File: config.mk
export PLATFORM = sky130hd
export DESIGN_NAME = registro_digitos_tempo
export DESIGN_NICKNAME = d
export VERILOG_FILES = /design/src/rtl/pacote_microondas.sv /design/src/rtl/sincronizador_2ff.sv /design/src/rtl/registro_digitos_tempo.sv
export SDC_FILE = /design/constraint.sdc
export NUM_CORES = 1
export LEC_CHECK = 0
export CELL_PAD_IN_SITES_DETAIL_PLACEMENT = 1
export CELL_PAD_IN_SITES_GLOBAL_PLACEMENT = 1
export CORE_MARGIN = 10
export CORE_UTILIZATION = 41
export CTS_BUF_LIST = sky130_fd_sc_hd__clkbuf_2
export DETAILED_ROUTE_END_ITERATION = 16
export HOLD_SLACK_MARGIN = 0.12
export PLACE_DENSITY_LB_ADDON = 0.15
export SLEW_MARGIN = 20
export SYNTH_ARGS = -nofsm -noshare
export SYNTH_HDL_FRONTEND = slang
export SYNTH_SLANG_ARGS = --single-unit
File: constraint.sdc
create_clock -name clk -period 2.9 [get_ports clk]
set_clock_uncertainty 0.2 [all_clocks]
set_input_delay 0.58 -clock clk [delete_from_list [all_inputs] [get_ports clk]]
set_output_delay 0.58 -clock clk [all_outputs]
set_load 0.01 [all_outputs]
File: src/rtl/pacote_microondas.sv
// Shared types and constants for the microwave keypad time-entry path.
package pacote_microondas;

    typedef enum logic [1:0] {
        OCIOSO,
        FILTRO_PRESS,
        ESPERA_SOLTAR,
        FILTRO_SOLTAR
    } estado_entrada_t;

    typedef logic [3:0] digito_bcd_t;

    localparam int unsigned NUM_DIGITOS_TEMPO = 4;
    localparam digito_bcd_t SEG_DEZ_MAX       = 4'd5;
    localparam digito_bcd_t DIGITO_MAX        = 4'd9;

endpackage

File: src/rtl/sincronizador_2ff.sv
// Two-flop synchroniser for asynchronous keypad inputs, with a configurable reset value.
module sincronizador_2ff #(
    parameter int unsigned            LARGURA     = 1,
    parameter logic [LARGURA-1:0]     VALOR_RESET = '0
) (
    input  logic               clk,
    input  logic               rst,
    input  logic [LARGURA-1:0] d_i,
    output logic [LARGURA-1:0] q_o
);

    logic [LARGURA-1:0] meta_q, meta_d;
    logic [LARGURA-1:0] sinc_q, sinc_d;

    always_comb begin
        meta_d = d_i;
        sinc_d = meta_q;
    end

    always_ff @(posedge clk) begin
        if (rst) begin
            meta_q <= VALOR_RESET;
            sinc_q <= VALOR_RESET;
        end else begin
            meta_q <= meta_d;
            sinc_q <= sinc_d;
        end
    end

    assign q_o = sinc_q;

endmodule

File: src/rtl/registro_digitos_tempo.sv
// Debounces keypad presses and shifts accepted BCD digits into a 4-digit MM:SS entry buffer.
module registro_digitos_tempo
    import pacote_microondas::*;
#(
    parameter int unsigned DEBOUNCE_CICLOS = 4,
    parameter int unsigned LARGURA_CONT    = $clog2(DEBOUNCE_CICLOS + 1)
) (
    input  logic       clk,
    input  logic       rst,
    input  logic [3:0] codigo,
    input  logic       loadn,
    input  logic       limpar,
    input  logic       travar,
    output logic [7:0] minutos,
    output logic [7:0] segundos,
    output logic [2:0] num_digitos,
    output logic       cheio,
    output logic       tempo_valido,
    output logic       digito_valido,
    output logic       digito_rejeitado
);

    localparam logic [LARGURA_CONT-1:0] CONT_UM   = LARGURA_CONT'(1);
    localparam logic [LARGURA_CONT-1:0] CONT_ALVO = LARGURA_CONT'(DEBOUNCE_CICLOS);

    logic        loadn_s;
    digito_bcd_t codigo_s;

    // loadn resets to "pressed" so a key held through reset must be released first
    sincronizador_2ff #(
        .LARGURA    (1),
        .VALOR_RESET(1'b0)
    ) u_sinc_loadn (
        .clk(clk),
        .rst(rst),
        .d_i(loadn),
        .q_o(loadn_s)
    );

    sincronizador_2ff #(
        .LARGURA    (4),
        .VALOR_RESET(4'h0)
    ) u_sinc_codigo (
        .clk(clk),
        .rst(rst),
        .d_i(codigo),
        .q_o(codigo_s)
    );

    estado_entrada_t         estado_q, estado_d;
    logic [LARGURA_CONT-1:0] cont_q, cont_d, cont_inc;
    digito_bcd_t             cod_lat_q, cod_lat_d;
    logic [15:0]             buffer_q, buffer_d;
    logic [2:0]              num_q, num_d;
    logic                    valido_q, valido_d;
    logic                    rejeitado_q, rejeitado_d;
    logic                    aceitar;

    assign cont_inc = cont_q + CONT_UM;
    assign cheio    = (num_q == 3'(NUM_DIGITOS_TEMPO));

    always_comb begin
        estado_d  = estado_q;
        cont_d    = cont_q;
        cod_lat_d = cod_lat_q;
        aceitar   = 1'b0;
        unique case (estado_q)
            OCIOSO: begin
                if (!loadn_s) begin
                    cont_d    = CONT_UM;
                    cod_lat_d = codigo_s;
                    if (CONT_UM == CONT_ALVO) begin
                        aceitar  = 1'b1;
                        estado_d = ESPERA_SOLTAR;
                    end else begin
                        estado_d = FILTRO_PRESS;
                    end
                end
            end
            FILTRO_PRESS: begin
                if (loadn_s) begin
                    estado_d = OCIOSO;
                end else begin
                    // A code change mid-press restarts the stability window
                    if (codigo_s != cod_lat_q) begin
                        cod_lat_d = codigo_s;
                        cont_d    = CONT_UM;
                    end else begin
                        cont_d = cont_inc;
                    end
                    if (cont_d == CONT_ALVO) begin
                        aceitar  = 1'b1;
                        estado_d = ESPERA_SOLTAR;
                    end
                end
            end
            ESPERA_SOLTAR: begin
                if (loadn_s) begin
                    cont_d   = CONT_UM;
                    estado_d = (CONT_UM == CONT_ALVO) ? OCIOSO : FILTRO_SOLTAR;
                end
            end
            FILTRO_SOLTAR: begin
                if (!loadn_s) begin
                    estado_d = ESPERA_SOLTAR;
                end else begin
                    cont_d = cont_inc;
                    if (cont_d == CONT_ALVO) begin
                        estado_d = OCIOSO;
                    end
                end
            end
            default: estado_d = ESPERA_SOLTAR;
        endcase
    end

    always_comb begin
        buffer_d    = buffer_q;
        num_d       = num_q;
        valido_d    = 1'b0;
        rejeitado_d = 1'b0;
        if (limpar) begin
            buffer_d = '0;
            num_d    = '0;
        end else if (aceitar) begin
            if (travar || cheio || (cod_lat_d > DIGITO_MAX)) begin
                rejeitado_d = 1'b1;
            end else begin
                buffer_d = {buffer_q[11:0], cod_lat_d};
                num_d    = num_q + 3'd1;
                valido_d = 1'b1;
            end
        end
    end

    always_ff @(posedge clk) begin
        if (rst) begin
            estado_q    <= ESPERA_SOLTAR;
            cont_q      <= '0;
            cod_lat_q   <= '0;
            buffer_q    <= '0;
            num_q       <= '0;
            valido_q    <= 1'b0;
            rejeitado_q <= 1'b0;
        end else begin
            estado_q    <= estado_d;
            cont_q      <= cont_d;
            cod_lat_q   <= cod_lat_d;
            buffer_q    <= buffer_d;
            num_q       <= num_d;
            valido_q    <= valido_d;
            rejeitado_q <= rejeitado_d;
        end
    end

    assign minutos          = buffer_q[15:8];
    assign segundos         = buffer_q[7:0];
    assign num_digitos      = num_q;
    assign tempo_valido     = (buffer_q != '0) && (buffer_q[7:4] <= SEG_DEZ_MAX);
    assign digito_valido    = valido_q;
    assign digito_rejeitado = rejeitado_q;

endmodule

# Word-level counts from Yosys, hierarchy flattened
# Index checks and enable logic that the tools add are counted.
[totals]
register_bits = 40
latchBits = 0
ramBits = 0
romBits = 0
output_inout_bits = 23
elab_cells = 64
n_memories = 0
[classes]
add_sub_neg = 2
mul = 0
div = 0
n_lt_le_gt_ge = 2
n_eq_ne = 13
n_shift = 0
mux = 24
bitwise = 2
n_reduce_logical = 10
[ops]
columns = ["operator", "count"]
rows = [
  ["$mux W3", 7],
  ["$reduce_bool A16 Y1", 1],
  ["$mux W2", 6],
  ["$mux W4", 3],
  ["$pmux W3 S4", 1],
  ["$eq A3 B3 Y1 const B", 3],
  ["$pmux W2 S4", 1],
  ["$pmux W4 S2", 1],
  ["$reduce_and A4 Y1", 2],
  ["$add A3 B1 Y3 const B", 2],
  ["$mux W1", 5],
  ["$eq A2 B2 Y1 const B", 2],
  ["$gt A4 B4 Y1 const B", 1],
  ["$le A4 B3 Y1 const B", 1],
  ["$ne A2 B1 Y1 const B", 2],
  ["$ne A2 B2 Y1 const B", 2],
  ["$ne A4 B4 Y1", 1],
  ["$ne A3 B2 Y1 const B", 1],
  ["$ne A3 B3 Y1 const B", 1],
  ["$reduce_or A3 Y1", 1],
  ["$eq A2 B1 Y1 const B", 1],
  ["$logic_not A2 Y1", 1],
  ["$logic_or A1 B1 Y1", 2],
  ["$not A1 Y1", 2],
  ["3 further kinds", 3],
]

# Longest topological paths before layout
[logic_depth]
ltp_word = 10
depth_mapped = 8
depth_no_buf = 6

# By module
# Synthesis repeated with hierarchy kept, for this count alone.
[unflattened]
cells_unflattened = 169
hier_area_um2 = 1700.4
[modules_own_cells]
columns = ["module", "instances", "cells_per_inst", "area_each_um2", "seq_area_each_um2"]
rows = [
  ["registro_digitos_tempo", 1, 149, 1437.6, 600.6],
  ["sincronizador_2ff (u_sinc_codigo)", 1, 16, 210.2, 160.2],
  ["sincronizador_2ff (u_sinc_loadn)", 1, 4, 52.6, 40.0],
]

# Worst setup path before layout
# Ideal clock, no wire load.
[synth_path]
kind = "reg2reg"
start = "register with a tool-made name"
end = "register buffer_q[7]"
setup_ps = 119
arrival_time_ps = 1695
slack_ps = 886
path_stages_with_launch = 8
n_path_buf = 3
synth_period_minus_slack_ps = 2014
cell_sequence = "dfxtp_1 > buf_6 > or3b_4 > a221oi_2 > and4b_1 > buf_6 > buf_12 > mux2i_1"
[synth_rtl]
columns = ["item", "line", "rtl"]
rows = [
  ["end signal, assigned", "registro_digitos_tempo.sv:149", "buffer_q <= buffer_d;"],
  ["end, declared", "registro_digitos_tempo.sv:53", "logic [15:0] buffer_q, buffer_d;"],
]

# Worst setup path in the final report
[layout_path]
start = "register buffer_q[14]"
end = "output port tempo_valido"
[layout_via]
elab_chain_len = 2
[layout_lines]
columns = ["item", "line", "rtl"]
rows = [
  ["$reduce_bool A16 Y1", "registro_digitos_tempo.sv:159", "assign tempo_valido = (buffer_q != '0) && (buffer_q[7:4] <= SEG_DEZ_MAX);"],
  ["$logic_and A1 B1 Y1", "registro_digitos_tempo.sv:159", ""],
  ["end, declared", "registro_digitos_tempo.sv:18", "output logic tempo_valido,"],
]
# Every way passes these cells.

==> impl_metrics.env <==
export IMPL_outcome="completed"
export IMPL_synthesized_netlist_net_count=190
export IMPL_drive_above_1_share=0.0995
export IMPL_synthDistinctLibCells=45
export IMPL_antenna_cells=0
export IMPL_first_global_vias=1454
export IMPL_asyncSetResetFlopFracSynth=0
export IMPL_track_usage=0.120
export IMPL_estimated_wirelength_of_the_detail_placed_design_mm=3.29
export IMPL_yosysWarningCount=0
export IMPL_cpLargestDelayFamily="buffers and inverters"
export IMPL_setup_repair_after_global_routing_missed_its_margin="no"
export IMPL_via_count=1411
export IMPL_critical_path_cell_chain="nor4_1, and4_1, a211oi_1, clkdlybuf4s50_1"
export IMPL_synth_edf_count=0
export IMPL_maxCapViolations=0
export IMPL_layout_worst_path_cycle_share=0.929
export IMPL_final_fill_count=475
export IMPL_fin_tns_setup_ns=0
export IMPL_drt_vias_per_instance=5.41
export IMPL_core_area_mm2=0.00409
export IMPL_synthesized_cell_area_mm2=0.00177
export IMPL_fmax_mhz=371
export IMPL_globalRouteOverflowTotal=0
export IMPL_slowest_stage="sky130_fd_sc_hd__clkdlybuf4s50_1"
export IMPL_fin_util=0.529
export IMPL_worstPathRequired_ns=2.12
export IMPL_place_area_mm2=0.00209
export IMPL_drcViolationCount=0
export IMPL_synth_top_flop_cell="sky130_fd_sc_hd__dfxtp_1"
export IMPL_worstPathBufferInverterCount=1
export IMPL_total_cts_buffers=5
export IMPL_wl_per_cell_um=16.3
export IMPL_vdd_drop_max_mv=0.216
export IMPL_power_density_mw_per_mm2=439
export IMPL_maximum_number_of_pins_on_one_net_before_global_route_repair=27
export IMPL_detailedRoute_firstIterationViolations=49
export IMPL_antenna_violations_before_repair=0
export IMPL_floorplan_initialDensity=0.434
export IMPL_die_area_mm2=0.00736
export IMPL_finalHoldViolations=0
export IMPL_groute_layer_met2_usage=0.190
export IMPL_routed_wirelength_mm=4.27
export IMPL_die_width_um=85.8
export IMPL_worst_slew_pin_transition_ns=0.490
export IMPL_final_min_clock_period_ns=2.69
export IMPL_grt_util_met1=0.143
export IMPL_cts_num_sinks=40
export IMPL_htreeDepth=2
export IMPL_clock_tree_from_tritoncts="yes"
export IMPL_maximum_net_fanout_on_the_critical_path=3
export IMPL_critPathLaunchType="flop"
export IMPL_clk_slew_on_worst_s_h_paths_ns=0.22
export IMPL_standard_cell_row_count=23
export IMPL_setup_viol=0
export IMPL_slew_limit_headroom=0.671
export IMPL_finalMaxSlewViolations=0
export IMPL_global_route_wire_length_before_repair_mm=7.17
export IMPL_postSynthCellCount=177
export IMPL_portBuffers=31
export IMPL_detail_route_antenna_nets=0
export IMPL_crit_path_end_kind="output pin"
export IMPL_final_layout_net_count=223
export IMPL_layout_cells_most_common="sky130_fd_sc_hd__dfxtp_1"
export IMPL_crit_type="reg -> out"
export IMPL_drt_pass1_iterations=6
export IMPL_layout_cell_area_non_filler_mm2=0.00216
export IMPL_number_of_post_cts_setup_repair_buffers=0
export IMPL_cp_data_arrival_time_ns=1.91
export IMPL_routabilityCongestion=0.812
export IMPL_post_cts_hold_buffer_count=0
export IMPL_die_height_um=85.8
export IMPL_synth_seq_cells=40
export IMPL_syn_area_per_cell_um2=10.0
export IMPL_layout_common_cells="40 x sky130_fd_sc_hd__dfxtp_1, 31 x sky130_fd_sc_hd__clkdlybuf4s50_1, 26 x sky130_fd_sc_hd__nand2_1"
export IMPL_ctsResizeCount=0
export IMPL_clock_tree_root_cell="sky130_fd_sc_hd__clkbuf_2"
export IMPL_io_pins=32
export IMPL_clock_tree_buffer_depth=2
export IMPL_cp_slowest_stage_delay_ns=0.59
export IMPL_insertion_delay_to_the_later_sink_of_the_worst_skew_pair_ns=0.41
export IMPL_static_leakage_power_nw=0.768
export IMPL_most_crowded_layer_after_global_routing="met2"
export IMPL_area_growth_syn_to_layout_pct=21.8
export IMPL_worst_hold_path_type="reg -> reg"
export IMPL_grt_use_met3=0.0482
export IMPL_seq_area_frac_synth=0.451
==> where the power goes <==
part / total (mW) / internal [mW] / switching, mW
Clock: 0.334 / 0.144 / 0.190
Sequential: 0.565 / 0.559 / 0.00679
Combinational: 0.0489 / 0.0238 / 0.0251
==> cell families after synthesis <==
logic type / share of synthesized area
buf+inv: 0.0578
mux: 0.126
simple gates: 0.234
xor+xnor: 0.0346
fa+ha+maj: 0.0282
flops: 0.451
compound gates: 0.0677
==> sequential cells by signal, summed over array words and instances, names as in the netlist, named ones only <==
name and count:
estado_q 1, u_sinc_codigo.q_o 4, buffer_q 16, u_sinc_loadn.meta_q 1, digito_rejeitado 1, u_sinc_loadn.q_o 1, digito_valido 1, u_sinc_codigo.meta_q 4
cont_q 3, cod_lat_q 4, num_digitos 3
==> final cells by class <==
cell class	instances	area, um2	area share
Clock buffer	5	25.0	0.0116
Inverter	5	18.8	0.00869
Sequential cell	40	801	0.371
Timing Repair Buffer	35	340	0.157
Clock inverter	3	42.5	0.0197
Multi-Input combinational cell	123	871	0.403
Tap cell	50	62.6	0.0290
==> through the flow <==
stage / hold WS (ns) / cells / worst slack [ns] / power [mW]
after CTS: 0.267 / 261 / 0.174 / 0.961
after global placement: 0.222 / 253 / 0.697 / 0.623
after detailed placement: 0.231 / 253 / 0.641 / 0.625
after floorplan: 0.214 / 177 / 0.886 / 0.603
after global routing: 0.289 / 261 / 0.101 / 0.996
final: 0.263 / 261 / 0.206 / 0.949
==> synth_stat cells, types with 2 or more instances <==
| library cell | n | area (um2) |
|---|---|---|
| sky130_fd_sc_hd__nand2b_1 | 2 | 12.5 |
| sky130_fd_sc_hd__mux2i_1 | 19 | 190 |
| sky130_fd_sc_hd__and2_1 | 3 | 18.8 |
| sky130_fd_sc_hd__buf_6 | 3 | 33.8 |
| sky130_fd_sc_hd__nor2_1 | 9 | 33.8 |
| sky130_fd_sc_hd__nand4b_1 | 2 | 17.5 |
| sky130_fd_sc_hd__a211oi_1 | 2 | 15.0 |
| sky130_fd_sc_hd__xor2_1 | 5 | 43.8 |
| sky130_fd_sc_hd__xnor2_1 | 2 | 17.5 |
| sky130_fd_sc_hd__a21oi_1 | 3 | 15.0 |
| sky130_fd_sc_hd__nor3_1 | 3 | 15.0 |
| sky130_fd_sc_hd__dfxtp_1 | 40 | 801 |
| sky130_fd_sc_hd__nand2_1 | 26 | 97.6 |
| sky130_fd_sc_hd__ha_1 | 4 | 50.1 |
| sky130_fd_sc_hd__and4_1 | 2 | 17.5 |
| sky130_fd_sc_hd__nor2b_1 | 10 | 62.6 |
| sky130_fd_sc_hd__inv_1 | 5 | 18.8 |
| sky130_fd_sc_hd__nor4_1 | 7 | 43.8 |
| sky130_fd_sc_hd__mux2_2 | 3 | 33.8 |
| sky130_fd_sc_hd__nand4_1 | 2 | 12.5 |
==> layer usage <==
metal | up-vias | part of all wire
met5 | - | 0
met4 | 0 | 0.017
met2 | 31 | 0.48
met3 | 7 | 0.054
li1 | 687 | -
met1 | 686 | 0.45
==> path summary, 6_finish.rpt <==
| check | start | endpoint | slack (ns) | cells after the start |
|---|---|---|---|---|
| max reg2reg | cont_q[0] | buffer_q[7] | 0.62 | 6 |
| max | buffer_q[14] | tempo_valido | 0.21 | 4 |
| min reg2reg | u_sinc_codigo.meta_q[3] | u_sinc_codigo.q_o[3] | 0.26 | 1 |
| min | u_sinc_codigo.meta_q[3] | u_sinc_codigo.q_o[3] | 0.26 | 1 |
No activity file was read; power rests on OpenSTA's default activity.
==> patch 1, RTL diff (config.mk and constraints unchanged) <==
Put a register stage on the outputs `minutos`, `segundos` and `tempo_valido`, cleared by the reset. The values now appear one clock later. The other outputs are not delayed to match.
--- a/src/rtl/registro_digitos_tempo.sv
+++ b/src/rtl/registro_digitos_tempo.sv
@@ -154,8 +154,16 @@
     end
 
-    assign minutos          = buffer_q[15:8];
-    assign segundos         = buffer_q[7:0];
     assign num_digitos      = num_q;
-    assign tempo_valido     = (buffer_q != '0) && (buffer_q[7:4] <= SEG_DEZ_MAX);
+    always_ff @(posedge clk) begin
+        if (rst) begin
+            minutos      <= '0;
+            segundos     <= '0;
+            tempo_valido <= '0;
+        end else begin
+            minutos      <= buffer_q[15:8];
+            segundos     <= buffer_q[7:0];
+            tempo_valido <= (buffer_q != '0) && (buffer_q[7:4] <= SEG_DEZ_MAX);
+        end
+    end
     assign digito_valido    = valido_q;
     assign digito_rejeitado = rejeitado_q;
Check against the original RTL: no difference found for any inputs over 10 cycles, from zero or initial values and one cycle with rst high; that may be too few to reach the edited logic, so the function may still have changed.
==> patch 1 against the unedited design <==
  * Cell area rose by 23%
  * Sequential cell count rose by 17
  * Power rose by 40%
  * Sequential power rose by 41%
  * Largest cell class is now sequential cells
  * Synthesized area rose by 24%
  * Setup slack improved by 0.15 ns
  * Wire length rose by 7.2%
  * Non-clock buffer count did not move
==> patch 1: results (changes against the unedited design) <==
Pwr
  • Pleak: 1.02 nW (+33%)
  • Maximum vdd drop: 0.273 mV (+26%)
  • Combinational power share: 4.0% (-1.2 points)
  • Sequential Power Share: 60.3% (+0.7 points)
  • NetSw: 0.311 mW (+40%)
  • Cell Pwr Density: 498 nW/um2 (+13%)

Global route
  • All-Layer GR Usage: 11.1% (-0.88 points)
  • Met1 usage in global routing: 14.2% (-0.13 points)
  • Largest net degree at the start of global routing: 27 (unchanged)
  • GR Layer Usage met3: 4.48% (-0.35 points)
  • Global-route wire length before repair: 7770 um (+8.4%)
  • Met2 Resource Use GR: 15.9% (-3.1 points)

STA
  • Slew @ Worst Pin: 0.538 ns (+0.0488 ns)

Synthesis
  • Syn avg cell area: 10.4 um2 (+4.2%)
  • Post-synthesis xor/xnor area fraction: 2.80% (-0.66 points)
  • Mapped Nets: 223 (+17%)
  • Most instantiated cells after synthesis: dfxtp_1, nor2b_1, nand2_1
  • Synth unique cells: 41 (-8.9%)
  • Register area share after synthesis: 52.0% (+6.9 points)
  • Mux cell area share after synthesis: 9.58% (-3.0 points)
  • Post-synthesis compound-gate area fraction: 5.59% (-1.2 points)
  • Synth Area in Adders: 2.28% (-0.54 points)
  • Top cells by area, synth: dfxtp_1, mux2i_1, nor2b_1

Critical path
  • Crit-path leading delay family: buffers and inverters
  • Arrival time of the worst setup path: 1.76 ns (-0.15 ns)
  • Crit path launch: num_digitos[0]
  • CP peak stage delay: 0.48 ns (-0.11 ns)
  • Crit Path Max Fanout: 4 (+1)

Drt
  • Routed WL per cell: 14.3 um (-13%)
  • DR WL met3: 274 um (+18%)
  • Metal2 WL: 1970 um (-4.0%)
  • WL met1: 2290 um (+20%)
  • Initial DRC count: 61 (+24%)
  • First-pass detailed-route iteration total: 4 (-2)
  • Via count: 1563 (+11%)

Clocking
  • Clk slew on worst S/H paths: 0.16 ns (-0.06 ns)
  • Clock Latency Late Sink: 0.45 ns (+0.04 ns)
  • CTS buffer count: 9 (+4)
  • # Post-CTS Setup Buffers: 0 (unchanged)
  • CTS max path bufs: 2 (unchanged)
  • H-tree levels: 3 (+1)

Place
  • Placer Congestion: 0.730 (-10%)
  • # port buffers: 31 (unchanged)
  • DP Worst Slack: 0.482 ns (-0.160 ns)
  • Post-DP HPWL: 3320 um (+1.0%)
  • Placed insts: 304 (+20%)
  • Placed Area: 2550 um2 (+22%)

Cells and area
  • Non-Filler Instances: 320 (+23%)
  • Share of cells above drive strength 1: 8.80% (-1.2 points)
  • Filler cells: 600 (+26%)
  • Area occupied by multi-input gates: 978 um2 (+12%)
  • Nets: 258 (+16%)

Status
  • Status: finished, final reports clean

Worst hold path
  • Hold_sp: u_sinc_codigo.meta_q[0]
-- patch 1: layout make-up --
cell class | count | area share (%)
timing repair buffer | 35 | 12.8
sequential | 57 | 43.0
inverter | 2 | 0.283
clock inverter | 5 | 1.74
clock buffer | 11 | 2.07
tap | 70 | 3.30
multi-input combinational | 140 | 36.8
-- patch 1: worst paths after layout --
path                               end  slack, ns  cells after the start
hold / removal    u_sinc_codigo.q_o[0]       0.25                      1
setup reg to reg           buffer_q[6]       0.51                      6
hold reg to reg   u_sinc_codigo.q_o[0]       0.25                      1
setup / recovery                 cheio       0.36                      4
-- patch 1: cells by family (layout without fill, tap and decap cells) --
group | Yosys count | after routing
DFF | 57 | 57
and+or+nand+nor | 93 | 93
muxes | 21 | 21
AOI/OAI and AO/OA | 15 | 15
adders and majority gates | 4 | 4
buffers and inverters | 13 | 53
xor gates and xnor gates | 7 | 7
==> patch 2, RTL diff (config.mk and constraints unchanged) <==
Without the edit above. `DIGITO_MAX`: 4'd9 -> 4'd8.
--- a/src/rtl/pacote_microondas.sv
+++ b/src/rtl/pacote_microondas.sv
@@ -13,5 +13,5 @@
     localparam int unsigned NUM_DIGITOS_TEMPO = 4;
     localparam digito_bcd_t SEG_DEZ_MAX       = 4'd5;
-    localparam digito_bcd_t DIGITO_MAX        = 4'd9;
+    localparam digito_bcd_t DIGITO_MAX        = 4'd8;
 
 endpackage
Formal check against the unedited RTL: no difference found for any inputs over 10 cycles, from zero or initial values and one cycle with rst high; that may be too few to reach the edited logic, so the function may still have changed.
==> patch 2 against the unedited design <==
  * Power down 0.73%
  * Sequential cell count unchanged
  * Synthesized area decreased by 2.5%
  * Critical path depth stayed put
  * Via count down 3.3%
  * Wire length fell by 4.8%
  * Setup slack worse by 0.052 ns
  * Count of clock-buffer cells in the layout increased by 1
  * Utilization is 0.38 points higher
  * Largest power group unchanged
  * Cell area decreased by 0.69%
  * Fmax fell by 1.9%
  * Critical path type unchanged
==> patch 2: results (changes against the unedited design) <==
Status
  • Status: finished, final reports clean

Global route
  • All-Layer GR Usage: 11.8% (-0.19 points)
  • Met1 usage in global routing: 12.8% (-1.6 points)
  • Largest net degree at the start of global routing: 23 (-15%)
  • Global-route wire length before repair: 7100 um (-0.96%)

Drt
  • Initial DRC count: 103 (+110%)
  • Vias/cell: 5.23 (-3.3%)
  • DR WL met3: 228 um (-1.7%)
  • Metal2 WL: 2130 um (+3.7%)

Pwr
  • Cell internal pwr: 0.727 mW (+0.11%)
  • Pleak: 0.709 nW (-7.7%)

Place
  • Placed Area: 2080 um2 (-0.60%)
  • Placer Congestion: 0.776 (-4.5%)
  • DP Worst Slack: 0.219 ns (-0.423 ns)
  • Post-DP HPWL: 3080 um (-6.4%)

Critical path
  • Crit Path Max Fanout: 4 (+1)
  • FF-to-FF End: buffer_q[15]
  • R2R Path Start: num_digitos[0]
  • Crit path launch: buffer_q[6]
  • Path depth of the worst reg2reg path: 8 (+2)
  • Arrival time of the worst setup path: 1.97 ns (+0.06 ns)

Synthesis
  • Register area share after synthesis: 46.3% (+1.2 points)
  • Most instantiated cells after synthesis: dfxtp_1, nand2_1, mux2i_1
  • Synth unique cells: 40 (-11%)

Cells and area
  • P&R area growth vs syn: 24.1%
  • Filler cells: 478 (+0.63%)

Worst hold path
  • Hold_sp: u_sinc_loadn.meta_q
  • Hold EP: u_sinc_loadn.q_o

STA
  • Max_slew headroom: 72.5% (+5.4 points)
  • Hold_ws: 0.245 ns (-0.0183 ns)
## patch 2: cell types whose count changed after synthesis, moves of 3 or more
cell,unedited run,this run
xor2_1,5,0
nand2_1,26,30
nand3_1,1,4
or4_1,0,3
a21oi_1,3,6
clkbuf_1,1,5
xnor2_1,2,5
mux2_2,3,0
## patch 2: cell type report
type                    count  area share [%]
inverters                   5           0.875
well taps                  50            2.92
flip-flops and latches     40            37.3
repair buffers             35            16.4
multi-input cells         123            39.4
clock inverters             2            1.63
clock buffers               6            1.40
## patch 2: cell families after synthesis
kind of cell / synth area share, %
flip-flops: 46.3
adder cells (fa/ha/maj): 2.89
AND/OR/NAND/NOR: 24.2
multiplexers: 11.2
XOR/XNOR: 2.53
AO/OA/AOI/OAI: 7.60
buffers and inverters: 5.28
## patch 2: critical path, delay by kind of cell (launching register included)
kind	cells	cell delay, ns
AOI/OAI and AO/OA	1	0.23
and+or+nand+nor	2	0.28
buffers and inverters	1	0.60
DFF	1	0.45
